--- config.mk ---
export PLATFORM = sky130hd
export DESIGN_NAME = press_event_controller
export DESIGN_NICKNAME = d
export VERILOG_FILES = /design/src/rtl/press_ctrl_pkg.sv /design/src/rtl/press_channel.sv /design/src/rtl/press_event_controller.sv
export SDC_FILE = /design/constraint.sdc
export NUM_CORES = 1
export LEC_CHECK = 0
export CAP_MARGIN = 20
export CORE_ASPECT_RATIO = 2
export CORE_MARGIN = 10
export CORE_UTILIZATION = 55
export DETAILED_ROUTE_END_ITERATION = 8
export PLACE_DENSITY = 0.75
export SLEW_MARGIN = 10
export SYNTH_ARGS = -nofsm -noshare
export SYNTH_HDL_FRONTEND = slang
export SYNTH_HIERARCHICAL = 1
export SYNTH_SLANG_ARGS = --single-unit
export TNS_END_PERCENT = 100
--- constraint.sdc ---
create_clock -name clk -period 2.75 [get_ports clk]
set_clock_uncertainty 0.15 [all_clocks]
set_input_delay 0.825 -clock clk [delete_from_list [all_inputs] [get_ports clk]]
set_output_delay 0.825 -clock clk [all_outputs]
set_load 0.01 [all_outputs]
--- src/rtl/press_ctrl_pkg.sv ---
// Shared types and helpers for the push-button press controller.
//   press_state_t : per-channel press FSM encoding (also the debug encoding)
//   cnt_width()   : width of the saturating per-channel counter
//   params_legal(): elaboration-time parameter sanity check
package press_ctrl_pkg;

  typedef enum logic [1:0] {
    LOCKOUT = 2'd0,
    IDLE    = 2'd1,
    PRESS   = 2'd2,
    HELD    = 2'd3
  } press_state_t;

  // Depth of the input synchronizer; LOCKOUT also waits this many cycles
  // so it never judges the button from flops still holding reset zeros.
  localparam int SYNC_STAGES       = 2;
  // A long press must be reachable from cnt=1 with a compare at LONG-1.
  localparam int MIN_LONG_CYCLES   = 2;
  localparam int MIN_REPEAT_CYCLES = 1;

  function automatic int cnt_width(input int long_cycles, input int repeat_cycles);
    int m;
    m = (long_cycles > repeat_cycles) ? long_cycles : repeat_cycles;
    return $clog2(m + 1);
  endfunction

  function automatic bit params_legal(input int long_cycles, input int debounce_cycles,
                                      input int repeat_cycles, input int n_btn);
    return (long_cycles >= MIN_LONG_CYCLES) && (debounce_cycles >= 0) &&
           (debounce_cycles < long_cycles) && (repeat_cycles >= MIN_REPEAT_CYCLES) &&
           (n_btn >= 1);
  endfunction

endpackage

--- src/rtl/press_channel.sv ---
// One button channel: 2-flop synchronizer, press FSM and saturating counter.
// Ports:
//   clk_i, rst_i     clock, asynchronous active-high reset
//   btn_i            raw asynchronous button level (1 = pressed)
//   repeat_en_i      enables auto-repeat while held
//   short_o          registered 1-cycle pulse: valid press released early
//   long_o           registered 1-cycle pulse: long threshold reached
//   repeat_o         registered 1-cycle pulse: auto-repeat tick
//   long_set_o       combinational: long_o will be high next cycle
//   state_o          current FSM state (debug)
// Pulse handshake: each pulse output is high for exactly one clock and has
// no ready/acknowledge; the consumer must sample it on that cycle.
module press_channel
  import press_ctrl_pkg::*;
#(
  parameter int LONG_CYCLES     = 1000,
  parameter int DEBOUNCE_CYCLES = 10,
  parameter int REPEAT_CYCLES   = 200,
  parameter int CNT_W           = cnt_width(LONG_CYCLES, REPEAT_CYCLES)
) (
  input  logic         clk_i,
  input  logic         rst_i,
  input  logic         btn_i,
  input  logic         repeat_en_i,
  output logic         short_o,
  output logic         long_o,
  output logic         repeat_o,
  output logic         long_set_o,
  output press_state_t state_o
);

  localparam logic [CNT_W-1:0] LONG_M1 = CNT_W'(LONG_CYCLES - 1);
  localparam logic [CNT_W-1:0] REP_M1  = CNT_W'(REPEAT_CYCLES - 1);
  localparam logic [CNT_W-1:0] DEB_C   = CNT_W'(DEBOUNCE_CYCLES);
  localparam logic [CNT_W-1:0] WARM_C  = CNT_W'(SYNC_STAGES);
  localparam logic [CNT_W-1:0] CNT_MAX = {CNT_W{1'b1}};
  localparam logic [CNT_W-1:0] ONE_C   = CNT_W'(1);

  logic             sync1_q, sync2_q;
  press_state_t     state_q, state_d;
  logic [CNT_W-1:0] cnt_q, cnt_d;
  logic             short_q, short_d;
  logic             long_q, long_d;
  logic             rep_q, rep_d;
  logic             btn_s;

  assign btn_s = sync2_q;

  always_comb begin
    state_d = state_q;
    cnt_d   = cnt_q;
    short_d = 1'b0;
    long_d  = 1'b0;
    rep_d   = 1'b0;
    case (state_q)
      LOCKOUT: begin
        // cnt doubles as the synchronizer warm-up timer after reset.
        if (cnt_q < WARM_C) begin
          cnt_d = cnt_q + ONE_C;
        end else if (!btn_s) begin
          state_d = IDLE;
          cnt_d   = '0;
        end
      end
      IDLE: begin
        if (btn_s) begin
          state_d = PRESS;
          cnt_d   = ONE_C;
        end
      end
      PRESS: begin
        if (btn_s) begin
          if (cnt_q == LONG_M1) begin
            long_d  = 1'b1;
            state_d = HELD;
            cnt_d   = '0;
          end else if (cnt_q != CNT_MAX) begin
            cnt_d = cnt_q + ONE_C;
          end
        end else begin
          short_d = (cnt_q >= DEB_C);
          state_d = IDLE;
          cnt_d   = '0;
        end
      end
      HELD: begin
        if (!btn_s) begin
          state_d = IDLE;
          cnt_d   = '0;
        end else if (!repeat_en_i) begin
          cnt_d = '0;
        end else if (cnt_q == REP_M1) begin
          rep_d = 1'b1;
          cnt_d = '0;
        end else if (cnt_q != CNT_MAX) begin
          cnt_d = cnt_q + ONE_C;
        end
      end
      default: begin
        state_d = LOCKOUT;
        cnt_d   = '0;
      end
    endcase
  end

  always_ff @(posedge clk_i or posedge rst_i) begin
    if (rst_i) begin
      sync1_q <= 1'b0;
      sync2_q <= 1'b0;
      state_q <= LOCKOUT;
      cnt_q   <= '0;
      short_q <= 1'b0;
      long_q  <= 1'b0;
      rep_q   <= 1'b0;
    end else begin
      sync1_q <= btn_i;
      sync2_q <= sync1_q;
      state_q <= state_d;
      cnt_q   <= cnt_d;
      short_q <= short_d;
      long_q  <= long_d;
      rep_q   <= rep_d;
    end
  end

  assign short_o    = short_q;
  assign long_o     = long_q;
  assign repeat_o   = rep_q;
  assign long_set_o = long_d;
  assign state_o    = state_q;

endmodule

--- src/rtl/press_event_controller.sv ---
// Multi-channel push-button controller with a config latch on long press.
// Ports:
//   clk, reset    clock, asynchronous active-high reset
//   btn           raw button levels, 1 = pressed
//   repeat_en     enables auto-repeat pulses on all channels
//   cfg_in        config word sampled on a long press
//   short_push    per-channel 1-cycle short press pulse
//   long_push     per-channel 1-cycle long press pulse
//   repeat_push   per-channel 1-cycle auto-repeat pulse
//   cfg_latched   copy of cfg_in captured on the cycle long_push rises
//   cfg_valid     sticky, set by the first latch
//   latch_src     lowest channel index that caused the latest latch
//   state_dbg     per-channel FSM state, 2 bits per channel (debug)
module press_event_controller
  import press_ctrl_pkg::*;
#(
  parameter int CLK_FREQ        = 100_000_000,
  parameter int N_BTN           = 5,
  parameter int LONG_CYCLES     = CLK_FREQ,
  parameter int DEBOUNCE_CYCLES = CLK_FREQ / 100,
  parameter int REPEAT_CYCLES   = CLK_FREQ / 5,
  parameter int CFG_W           = 12
) (
  input  logic                                       clk,
  input  logic                                       reset,
  input  logic [N_BTN-1:0]                           btn,
  input  logic                                       repeat_en,
  input  logic [CFG_W-1:0]                           cfg_in,
  output logic [N_BTN-1:0]                           short_push,
  output logic [N_BTN-1:0]                           long_push,
  output logic [N_BTN-1:0]                           repeat_push,
  output logic [CFG_W-1:0]                           cfg_latched,
  output logic                                       cfg_valid,
  output logic [((N_BTN > 1) ? $clog2(N_BTN) : 1)-1:0] latch_src,
  output logic [2*N_BTN-1:0]                         state_dbg
);

  localparam int SRC_W = (N_BTN > 1) ? $clog2(N_BTN) : 1;
  localparam int CNT_W = cnt_width(LONG_CYCLES, REPEAT_CYCLES);

  if (!params_legal(LONG_CYCLES, DEBOUNCE_CYCLES, REPEAT_CYCLES, N_BTN)) begin : g_bad_params
    $error("press_event_controller: illegal LONG/DEBOUNCE/REPEAT/N_BTN combination");
  end

  logic [N_BTN-1:0] long_set;

  for (genvar g = 0; g < N_BTN; g++) begin : g_chan
    press_state_t st_w;
    press_channel #(
      .LONG_CYCLES    (LONG_CYCLES),
      .DEBOUNCE_CYCLES(DEBOUNCE_CYCLES),
      .REPEAT_CYCLES  (REPEAT_CYCLES),
      .CNT_W          (CNT_W)
    ) u_chan (
      .clk_i      (clk),
      .rst_i      (reset),
      .btn_i      (btn[g]),
      .repeat_en_i(repeat_en),
      .short_o    (short_push[g]),
      .long_o     (long_push[g]),
      .repeat_o   (repeat_push[g]),
      .long_set_o (long_set[g]),
      .state_o    (st_w)
    );
    assign state_dbg[2*g +: 2] = st_w;
  end

  // Latch on the same edge that raises long_push, so the channels' next-state
  // long flags are used rather than the registered pulses.
  logic [SRC_W-1:0] src_d;
  always_comb begin
    src_d = '0;
    for (int i = N_BTN - 1; i >= 0; i--) begin
      if (long_set[i]) src_d = SRC_W'(i);
    end
  end

  logic [CFG_W-1:0] cfg_q;
  logic             valid_q;
  logic [SRC_W-1:0] src_q;

  always_ff @(posedge clk or posedge reset) begin
    if (reset) begin
      cfg_q   <= '0;
      valid_q <= 1'b0;
      src_q   <= '0;
    end else if (|long_set) begin
      cfg_q   <= cfg_in;
      valid_q <= 1'b1;
      src_q   <= src_d;
    end
  end

  assign cfg_latched = cfg_q;
  assign cfg_valid   = valid_q;
  assign latch_src   = src_q;

endmodule

== After elaboration in Yosys (flattened, before gate mapping) ==
Index checks and enable logic that the tools add are counted.
Word-level totals
  input port bits: 20
  word-level logic and storage cells: 249
  flip-flop bits (word level): 186
  output and inout bits: 41
Cells by class
  eq/ne operators: 50
  $add $sub $neg: 5
  order comparisons: 10
  reduce and logical (&&, ||, !) cells: 16
  mux-type cells: 130
Operators with widths (number)
  $mux W27: 45
  $pmux W27 S4: 5
  $add A27 B1 Y27 const B: 5
  $eq A27 B25 Y1 const B: 5
  $eq A27 B27 Y1 const B: 5
  $ge A27 B20 Y1 const B: 5
  $lt A27 B2 Y1 const B: 5
  $ne A27 B27 Y1 const B: 5
  $mux W2: 25
  $mux W1: 45
  $pmux W2 S4: 5
  $ne A3 B3 Y1 const B: 10
  $eq A2 B2 Y1 const B: 10
  $mux W3: 5
  $reduce_and A3 Y1: 5
  $eq A2 B1 Y1 const B: 5
  $logic_not A2 Y1: 5
  $ne A2 B1 Y1 const B: 5
  $ne A2 B2 Y1 const B: 5
  $reduce_and A2 Y1: 5
  $reduce_or A5 Y1: 1

== Longest topological paths before layout ==
Gate-level depths: netlist (run 1).
  depth in word-level cells: 9
  depth in mapped cells: 10

== Hierarchy ==
Netlist (run 1), hierarchy kept.
Modules (own cells, without submodules)
  press_channel at g_chan[0].u_chan ...: times used 4, area an instance 2297.2 um2, cells an instance 265
  press_channel at g_chan[4].u_chan: times used 1, area an instance 2198.4 um2, cells an instance 232
  press_event_controller: times used 1, area an instance 673.1 um2, cells an instance 42

== Least setup slack after synthesis (run 1) ==
Ideal clock, no wire load.
  path type: reg2reg
  start point: register g_chan[4].u_chan.cnt_q[0]
  end point: register cfg_q[0], in the netlist cfg_latched[0]
  path buffers: 1
  setup time: 0.125 ns
  setup slack: 0.239 ns
  stages on the path, launching flop included: 9
  clock period less this slack: 2.511 ns
  arrival: 2.236 ns
  cells stage by stage: dfrtp_1 -> ha_1 -> and4_1 -> nand2_2 -> nor4_2 -> nor2b_1 -> nor2_4 -> buf_12 -> mux2_4
Between the ends
  longest elaborated chain between the ends: 5
RTL lines
  start: declaration: line press_channel.sv:41  | logic [CNT_W-1:0] cnt_q, cnt_d;
  start signal: assignment: line press_channel.sv:119  | cnt_q <= cnt_d;
  $eq A27 B27 Y1: line press_channel.sv:73  | if (cnt_q == LONG_M1) begin
  $mux W1: line press_channel.sv:73
  $mux W1: line press_channel.sv:72  | if (btn_s) begin
  $mux W1: line press_channel.sv:55  | case (state_q)
  via long_set[4]: line press_event_controller.sv:45  | logic [N_BTN-1:0] long_set;
  $reduce_or A5 Y1: line press_event_controller.sv:87  | end else if (|long_set) begin
  end signal: assignment: line press_event_controller.sv:88  | cfg_q <= cfg_in;
  end: declaration: line press_event_controller.sv:78  | logic [CFG_W-1:0] cfg_q;
The timed path passes the listed nets, and every way through them passes these cells.
A chain may end at the register's enable or synchronous reset.

== Worst setup path after layout (run 1) ==
  start point: register g_chan[0].u_chan.cnt_q[17]
  end point: register g_chan[0].u_chan.cnt_q[2]
Between the ends
  longest elaborated chain between the ends: 6
  elaborated cells between the ends (all ways): 14
  classes of those cells: order compare (1); eq/ne (4); mux (8); reduce/logical (1)
RTL lines (line)
  start: declaration: press_channel.sv:41
  start signal: assignment: press_channel.sv:119
  parallel branches: the longest is 6 deep, another holds $lt A27 B2 Y1
Parallel ways; which one is timed is not known.

==> flow_metrics.env, run 1 <==
export IMPL_yosysTopAreaCell="dfrtp_1"
export IMPL_grtUsageMet1_pct=24.99
export IMPL_use_met3_pct=4.811
export IMPL_setup_violations=0
export IMPL_path_class="reg2reg"
export IMPL_cap_violations=0
export IMPL_yosysMostFrequentCell="dfrtp_1"
export IMPL_synth_top_family_by_area="simple AND/OR/NAND/NOR gates"
export IMPL_powerDensity_nw_per_um2=618.3
export IMPL_ys_seq_area_share_pct=38.59
export IMPL_yosys_warnings=6
export IMPL_hold_depth=0
export IMPL_rsz0062_at_grt="yes"
export IMPL_status="finished clean"
export IMPL_holdCritStartpoint="g_chan[4].u_chan/sync1_q"
export IMPL_synth_area_top_cells="dfrtp_1 (39%), nand3_1 (4.2%), ha_1 (3.6%)"
export IMPL_cts_hold_buf=0
export IMPL_clk_pin_slew_ns=0.07
export IMPL_yosysUniqueCellTypes=66
export IMPL_wl_mm=37.56
export IMPL_avgSynthCellArea_sq_um=9.041
export IMPL_final_cell_count_no_fill=1809
export IMPL_nets=1578
export IMPL_die_x_um=124.7
export IMPL_irDropWorstVdd_mv=0.8499
export IMPL_clock_sinks=186
export IMPL_p_leak_nw=6.128
export IMPL_hold_path_class="reg2reg"
export IMPL_grt_max_degree=35
export IMPL_drc=0
export IMPL_fp_dieH_um=229.4
export IMPL_synth_main_ff_cell="dfrtp_1"
export IMPL_grt_overflow_total=0
export IMPL_grt_use_total_pct=25.50
export IMPL_pin_count=61
export IMPL_ant_nets=0
export IMPL_core_area_sq_um=21590
export IMPL_cts_tree="yes"
export IMPL_synthMuxAreaShare_pct=2.345
export IMPL_drive_above_1_share_pct=20.83
export IMPL_wire_per_inst_um=20.76
export IMPL_area_delta_synth_final_pct=22.64
export IMPL_start_kind="flip-flop"
export IMPL_reg2reg_from="g_chan[0].u_chan/cnt_q[17]"
export IMPL_via_count=11850
export IMPL_finalSetupTns_ns=0
export IMPL_tightest_slew_ns=0.6704
export IMPL_cp_required_ns=2.94
export IMPL_fillers=1748
export IMPL_portBuffers=60
export IMPL_antenna_found_initial=0
export IMPL_worstPathArrival_ns=2.93
export IMPL_period_needed_ns=2.741
export IMPL_vias_per_cell=6.552
export IMPL_first_iter_violations=1035
export IMPL_synth_edf_count=0
export IMPL_fin_crit_sh_pct=99.69
export IMPL_fmax_mhz=364.8
export IMPL_async_flop_share_pct=100.0
export IMPL_yosys_area_share_xor_xnor_pct=3.776
export IMPL_met2_usage_pct=47.58
export IMPL_clk_latency_ns=0.47
export IMPL_finalMaxSlewViolations=0
export IMPL_synth_compound_area_share_pct=13.72
export IMPL_gp_congestion=1.033
export IMPL_syn_inst=1334
export IMPL_yosys_top_cells_count="dfrtp_1 (186), nand2_1 (113), nand3_1 (102), nor2_1 (86), a21oi_1 (76)"
export IMPL_htreeDepth=4
export IMPL_slew_headroom_pct=54.97
export IMPL_grt_pass1_wl_mm=60.35
export IMPL_clock_path_buffers=2
export IMPL_dp_final_hpwl_mm=28.42
export IMPL_post_route_util_pct=68.52
export IMPL_initial_core_util_pct=55.87
export IMPL_first_pass_iters=6
export IMPL_cts_buffers=17
export IMPL_clockRootBuffer="clkbuf_16"
export IMPL_syn_nets=1389
export IMPL_critPathMaxFanout=6
export IMPL_hold_viol_final=0
export IMPL_crit_start="g_chan[0].u_chan/cnt_q[17]"
export IMPL_grt_pass1_vias=11950
export IMPL_synth_area_sq_um=12060
export IMPL_synth_seq_cells=186
export IMPL_yosys_area_share_simple_pct=32.89
export IMPL_antenna_cells=0
export IMPL_dp_cells=1770
export IMPL_fp_row_count=76
export IMPL_synth_adder_area_share_pct=3.631
export IMPL_die_area_sq_um=28610
export IMPL_rrSetupSlack_ns=0.009
export IMPL_endpoint_kind="flip-flop"
export IMPL_yosysTopAreaCellShare_pct=38.59
export IMPL_reg2regPathDepth=6
export IMPL_grt_busiest_layer="met2"
-- state kept, by name, indices dropped and copies added (netlist names) --
name                    count
g_chan.u_chan/long_o        5
g_chan.u_chan/state_o      10
g_chan.u_chan/cnt_q       135
g_chan.u_chan/short_o       5
g_chan.u_chan/btn_s         5
latch_src                   3
cfg_valid                   1
cfg_latched                12
g_chan.u_chan/sync1_q       5
g_chan.u_chan/repeat_o      5
-- cell type report --
class	instances	area, sq um	share of cell area [%]
tap	273	341.6	2.309
inverter	44	165.2	1.117
timing repair buffer	253	2078	14.05
clock inverter	11	120.1	0.8121
sequential	186	4659	31.50
clock buffer	21	460.4	3.113
multi-input combinational	1021	6965	47.09
-- placed cells by master, fill, tap and decap left out, types with 25 or more instances in the layout --
master / netlist / layout
nor4_1: 48 / 42
xor2_1: 32 / 32
or3_1: 25 / 25
nor3_1: 51 / 43
nand2_1: 113 / 112
buf_4: 9 / 190
nand4_1: 59 / 59
a21oi_1: 76 / 75
nand3_1: 102 / 102
and3_1: 33 / 33
inv_1: 44 / 44
dfrtp_1: 186 / 182
nor2_1: 86 / 86
ha_1: 35 / 34
clkdlybuf4s50_1: 0 / 60
-- critical path: stages, from the launching register on --
cell	delay, ns
dfrtp_2	0.46
or4b_4	0.55
nor4_4	0.37
nand4bb_2	0.22
a31o_4	0.29
a21o_4	0.22
a221o_1	0.36
-- kinds of logic (layout without fill, tap and decap cells) --
kind of cell / after synthesis / in the layout
mux: 23 / 23
flops: 186 / 186
buf+inv: 127 / 329
simple gates: 672 / 672
xor+xnor: 52 / 52
compound gates: 239 / 239
fa+ha+maj: 35 / 35
-- report_power, final --
group / total, W / internal [W] / leakage, nW / switching (W)
clock network: 0.00247 / 0.00138 / 0.279 / 0.00109
logic: 0.00361 / 0.00150 / 3.34 / 0.00211
registers: 0.00307 / 0.00290 / 2.51 / 0.000168
-- worst paths after layout --
check / endpoint
max in group asynchronous: g_chan[3].u_chan/cnt_q[1]
min: g_chan[4].u_chan/btn_s
max: g_chan[0].u_chan/cnt_q[2]
min in group asynchronous: cfg_latched[7]
min reg2reg: g_chan[4].u_chan/btn_s
max reg2reg: g_chan[0].u_chan/cnt_q[2]
-- repair_timing --
action	4_1_cts	5_1_grt
endpoints found under the setup margin	0	76
setup buffers	0	7
gates resized for setup	0	30
-- metal layers --
metal / vias to the layer above / part of all wire [%]
met5: - / 0
met4: 0 / 6.8
met3: 204 / 5.7
met2: 556 / 53
met1: 5705 / 34
li1: 5388 / -
-- stage by stage --
step	hold WS [ns]	setup WS [ns]	cell area, sq um	power, W
final	0.1983	0.008548	14790	0.009145
after global placement	0.1841	-0.1046	14000	0.006522
after global routing	0.2185	-0.09200	14790	0.009650
after floorplan	0.1812	0.2386	12060	0.005169
after CTS	0.2008	0.01184	14580	0.009086
after detailed placement	0.1864	-0.1282	14000	0.006593
No activity file was read; power rests on OpenSTA's default activity.
==> inputs of run 2 (changes only) <==
CAP_MARGIN = not set   (was 20)
==> results of run 2 <==
No change in the layout: final DEF, timing and power equal those of run 1.
